**src/rtl/lib_pkg.sv**
```systemverilog
// lib_pkg: shared helpers for the lib_* blocks (modulo increment, one-hot encode).
package lib_pkg;
  function automatic int unsigned mod_inc(input int unsigned v, input int unsigned m);
    return (v == m - 1) ? 0 : v + 1;
  endfunction
  // Bits are ORed together, so the result is only meaningful for one-hot inputs.
  function automatic int unsigned oh2idx(input logic [31:0] oh);
    int unsigned r;
    r = 0;
    for (int i = 0; i < 32; i++) r = oh[i] ? (r | i) : r;
    return r;
  endfunction
endpackage

```
**src/rtl/lib_tag_fifo.sv**
```systemverilog
// lib_tag_fifo: in-order tag queue with wrap-bit full/empty, any DEPTH >= 2.
module lib_tag_fifo
  import lib_pkg::*;
#(
  parameter int DEPTH = 4,
  parameter int W = 2,
  localparam int PW = $clog2(DEPTH),
  localparam int CW = $clog2(DEPTH + 1)
) (
  input  logic          clk,
  input  logic          rstn,
  input  logic          push,
  input  logic [W-1:0]  din,
  input  logic          pop,
  output logic [W-1:0]  dout,
  output logic          full,
  output logic          empty,
  output logic [CW-1:0] count
);
  logic [W-1:0] mem_q [DEPTH];
  logic [PW-1:0] wptr_q, wptr_d, rptr_q, rptr_d;
  logic wwrap_q, wwrap_d, rwrap_q, rwrap_d;
  logic [CW-1:0] count_q, count_d;
  logic push_ok, pop_ok;
  always_comb begin
    full = (wptr_q == rptr_q) && (wwrap_q != rwrap_q);
    empty = (wptr_q == rptr_q) && (wwrap_q == rwrap_q);
    push_ok = push && !full;
    pop_ok = pop && !empty;
    wptr_d = push_ok ? PW'(mod_inc(int'(wptr_q), DEPTH)) : wptr_q;
    wwrap_d = wwrap_q ^ (push_ok && wptr_q == PW'(DEPTH - 1));
    rptr_d = pop_ok ? PW'(mod_inc(int'(rptr_q), DEPTH)) : rptr_q;
    rwrap_d = rwrap_q ^ (pop_ok && rptr_q == PW'(DEPTH - 1));
    count_d = count_q + CW'(push_ok) - CW'(pop_ok);
    dout = mem_q[rptr_q];
    count = count_q;
  end
  always_ff @(posedge clk or negedge rstn) begin
    if (!rstn) begin
      wptr_q <= '0;
      rptr_q <= '0;
      wwrap_q <= 1'b0;
      rwrap_q <= 1'b0;
      count_q <= '0;
    end else begin
      wptr_q <= wptr_d;
      rptr_q <= rptr_d;
      wwrap_q <= wwrap_d;
      rwrap_q <= rwrap_d;
      count_q <= count_d;
    end
  end
  // Storage needs no reset: entries are only read while counted as occupied.
  always_ff @(posedge clk) begin
    if (push_ok) mem_q[wptr_q] <= din;
  end
endmodule

```
**src/rtl/lib_rsp_router.sv**
```systemverilog
// lib_rsp_router: steers an in-order shared response stream back to the requester
// that owns the oldest outstanding grant.
module lib_rsp_router
  import lib_pkg::*;
#(
  parameter int NUM = 4,
  parameter int NUM_BITS = 32,
  parameter int DEPTH = 4,
  localparam int IW = $clog2(NUM),
  localparam int CW = $clog2(DEPTH + 1)
) (
  input  logic                    clk,
  input  logic                    rstn,
  input  logic                    req_fire,
  input  logic [NUM-1:0]          req_gnt,
  output logic                    tag_rdy,
  output logic                    err_gnt,
  input  logic                    rsp_val,
  input  logic [NUM_BITS-1:0]     rsp_d,
  output logic                    rsp_rdy,
  output logic [NUM-1:0]          out_val,
  output logic [NUM*NUM_BITS-1:0] out_d,
  input  logic [NUM-1:0]          out_rdy,
  output logic                    orphan,
  output logic [CW-1:0]           outstanding
);
  logic gnt_ok, push, pop, full, empty, err_gnt_q, err_gnt_d;
  logic [IW-1:0] gnt_idx, head;
  lib_tag_fifo #(.DEPTH(DEPTH), .W(IW)) u_fifo (
    .clk(clk), .rstn(rstn), .push(push), .din(gnt_idx), .pop(pop),
    .dout(head), .full(full), .empty(empty), .count(outstanding)
  );
  // tag_rdy depends only on registered state, so no ready-to-ready loop upstream.
  always_comb begin
    gnt_ok = $onehot(req_gnt);
    gnt_idx = IW'(oh2idx(32'(req_gnt)));
    tag_rdy = !full;
    push = req_fire && tag_rdy && gnt_ok;
    err_gnt_d = req_fire && !gnt_ok;
    rsp_rdy = !empty && out_rdy[head];
    pop = rsp_val && rsp_rdy;
    orphan = rsp_val && empty;
    out_d = {NUM{rsp_d}};
    for (int i = 0; i < NUM; i++) out_val[i] = rsp_val && !empty && head == IW'(i);
    err_gnt = err_gnt_q;
  end
  always_ff @(posedge clk or negedge rstn) begin
    if (!rstn) err_gnt_q <= 1'b0;
    else err_gnt_q <= err_gnt_d;
  end
endmodule

```
**config.mk**
```make
export PLATFORM = sky130hd
export DESIGN_NAME = lib_rsp_router
export DESIGN_NICKNAME = d
export VERILOG_FILES = /design/src/rtl/lib_pkg.sv /design/src/rtl/lib_tag_fifo.sv /design/src/rtl/lib_rsp_router.sv
export SDC_FILE = /design/constraint.sdc
export NUM_CORES = 1
export LEC_CHECK = 0
export BUFFER_PORTS_ARGS = -buffer_cell sky130_fd_sc_hd__buf_4
export CORE_MARGIN = 4
export CORE_UTILIZATION = 39
export DETAILED_ROUTE_END_ITERATION = 10
export GPL_TIMING_DRIVEN = 0
export PLACE_DENSITY = 0.86
export SLEW_MARGIN = 25
export SYNTH_ARGS = -nofsm -noshare
export SYNTH_HDL_FRONTEND = slang
export SYNTH_HIERARCHICAL = 1
export SYNTH_SLANG_ARGS = --single-unit
export TNS_END_PERCENT = 10
```
**constraint.sdc**
```tcl
create_clock -name clk -period 3.3 [get_ports clk]
set_input_delay 0.66 -clock clk [delete_from_list [all_inputs] [get_ports clk]]
set_output_delay 0.66 -clock clk [all_outputs]
set_load 0.01 [all_outputs]
```
==> run_results.csv <==
group,metric,value,unit
routing,drt_iter0_markers,47,
routing,drtAntennaViolNets,0,
sta,post-route-period-util,0.987,
logic_synthesis,synthAdderAreaFrac,0.0657,
cts,cts_tree,"done",
floorplan,initial_utilization,0.410,
routing,drc,0,
routing,wirelength,5.83,mm
critical_path,cp.required,3.44,ns
placement,hpwl,4.81,mm
placement,port_buffers,150,
final_layout,final_cell_mix,"buf_4, inv_1, dfrtp_1",
cts,clk_pin_slew,0.07,ns
floorplan,die_h,82.0,µm
sta,max_slew_margin,0.647,
routing,routedWlPerCell,12.6,µm
sta,fin_ws,0.0444,ns
power,p_per_area,474,mW/mm²
critical_path,slowest_stage,"fa_1",
final_layout,syn2layout_area_growth,65.2,%
critical_path,cp.arrival,3.40,ns
floorplan,rows,26,
sta,min_period,3.26,ns
sta,rsz0062_at_grt,"true",
critical_path,max_stage_delay,0.55,ns
cts,cts.sinks,18,
critical_path,path_buf_inv,4,
power,ir_drop,0.355,mV
global_route,grt_util_all_layers,0.158,
final_layout,stdcell_area,0.00353,mm²
final_layout,antenna_cells,0,
cts,htreeDepth,1,
logic_synthesis,synthCells,231,
logic_synthesis,synth_cell_types,38,
logic_synthesis,synth_mux_area_frac,0.0317,
logic_synthesis,synth_flop_cell,"dfrtp_1",
sta,worst_pin_slew,0.528,ns
sta,finClkSkew,0.00797,ns
final_layout,layout_commonest_cell,"buf_4",
logic_synthesis,synth_top_area_frac,0.454,
global_route,grt_pass1_wl,8.42,mm
run,max_cap_viol_count,0,
critical_path,crit_chain,"buf_8 -> inv_4 -> fa_1 -> inv_2 -> ha_4 -> ha_4 -> nor2_4 -> and4_4 -> o31a_1 -> o221a_1 -> ha_2 -> inv_2 -> fa_2 -> xnor2_2 -> xnor2_1",
cts,cts_root_buf,"clkbuf_8",
sta,tns,0,ns
logic_synthesis,yosysWarnings,6,
logic_synthesis,async_flop_share,0.556,
cts,clk_latency,0.25,ns
logic_synthesis,avgSynthCellArea,9.24,µm²
cts,cts_max_path_buffers,2,
outcome,status,"complete, no violations",
sta,hold_viol_final,0,
placement,place_ws,-0.340,ns
sta,fmax,307,MHz
placement,dpl_cell_area,0.00337,mm²
floorplan,core_area,0.00520,mm²
logic_synthesis,synth_xor_xnor_area_share,0.0440,
sta,slew_violations,0,
floorplan,die_area,0.00672,mm²
logic_synthesis,yosys.area_share.simple,0.0821,
logic_synthesis,synth.area.top_cells,"buf_4, dfrtp_1, edfxtp_1",
power,p_leak,1.93,nW
routing,wl_met3,740,µm
critical_path,setup.worst_path.end_class,"register",
logic_synthesis,synth-seq-cells,18,
routing,viasPerCell,4.25,
min_path,hp-class,"input port to async pin",
floorplan,ios,183,
routing,firstDrtPassIters,4,
placement,gp_congestion,0.829,
critical_path,critical_path.top_delay_family,"adder cells",
routing,topRoutingLayerUsed,"met4",
critical_path,critPathLaunchType,"input port",
critical_path,critPathKind,"input port to register",
global_route,antenna_found_initial,0,
routing,vias,1970,
final_layout,num-nets-final,449,
sta,setup_viol,0,
global_route,grt_max_degree,11,
critical_path,cp_max_fo,3,
final_layout,drive_above_1_share,0.784,
logic_synthesis,synth_nets,285,
logic_synthesis,synth_top_family_by_area,"buffers and inverters",
logic_synthesis,synth_edf_count,8,
routing,met2_length,3.13,mm
final_layout,fill_cells,410,
sta,whs,0.222,ns
logic_synthesis,synth_area,0.00213,mm²
logic_synthesis,synth_compound_area_frac,0.0662,
routing,wl_met1,1.89,mm
global_route,first_global_vias,1879,
cts,cts_buffers,3,
global_route,overflow,0,
logic_synthesis,synth-seq-area-share,0.230,
logic_synthesis,synth.largest_area_cell,"buf_4",
floorplan,dieWidth,82.0,µm
[registers in the layout (all words and copies together), names as in the netlist]
register        cells
err_gnt             1
u_fifo/mem_q        8
u_fifo/rwrap_q      1
u_fifo/wwrap_q      1
u_fifo/rptr_q       2
u_fifo/count        3
u_fifo/wptr_q       2
[cell families after synthesis]
group,Yosys count
XOR/XNOR,9
AND/OR/NAND/NOR,27
buffers and inverters,144
adder cells (fa/ha/maj),10
AO/OA/AOI/OAI,20
flip-flops,18
multiplexers,3
[stage by stage]
step | power [mW] | utilization | cells
6_report | 1.67 | 0.678 | 464
5_1_grt | 1.80 | 0.678 | 464
4_1_cts | 1.64 | 0.675 | 464
3_5_place_dp | 1.42 | 0.647 | 451
3_3_place_gp | 1.38 | 0.647 | 451
2_1_floorplan | 1.06 | - | 231
[cells in the mapped netlist, types with 2 or more instances]
cell,n
buf_4,129
nand3_1,4
xor2_1,4
inv_1,13
nor4bb_1,2
nand2b_1,2
xnor2_2,2
a211oi_1,2
a31oi_1,2
ha_1,8
o31ai_1,4
edfxtp_1,8
mux4_2,3
fa_1,2
nand2_1,2
o211ai_1,2
nor2_1,2
dfrtp_1,10
a21oi_1,4
nor3b_1,2
and2_1,5
xnor2_1,3
[routing by layer]
metal,GRT usage,up-vias
li1,-,958
met1,0.168,886
met2,0.309,120
met3,0.0373,6
met4,0.0382,0
met5,0,-
[report_power, final]
part | switching [mW] | internal, mW
registers | 0.0713 | 0.298
clock network | 0.0726 | 0.0856
logic | 0.544 | 0.599
total | 0.688 | 0.983
[worst paths after layout]
kind,endpoint,from,cells after the start,slack (ns)
min in group clk,u_fifo/count[2],u_fifo/count[1],1,0.54
worst min register to register,u_fifo/count[2],u_fifo/count[1],1,0.54
max in group asynchronous,u_fifo/wptr_q[1],rstn,1,2.93
worst min-delay path,err_gnt,rstn,1,0.22
worst max register to register,u_fifo/count[2],u_fifo/rptr_q[0],11,0.11
worst max-delay path,u_fifo/count[2],req_gnt[3],15,0.04
[area by class of cell]
cell class	count	area, µm²	share of cell area
timing repair buffer	160	1210	0.343
buffer	130	977	0.277
multi-input combinational	69	667	0.189
sequential	18	490	0.139
clock buffer	4	45.0	0.0128
tap	70	87.6	0.0248
inverter	13	51.3	0.0145
[what timing repair did]
item / 4_1_cts / 5_1_grt
pin swaps: 4 / 8
endpoints found under the setup margin: 2 / 8
hold buffers: 0 / 0
setup buffers: 9 / 1
resized for setup: 5 / 11
cloned: 0 / 0
Power figures use the tool's default switching activity.
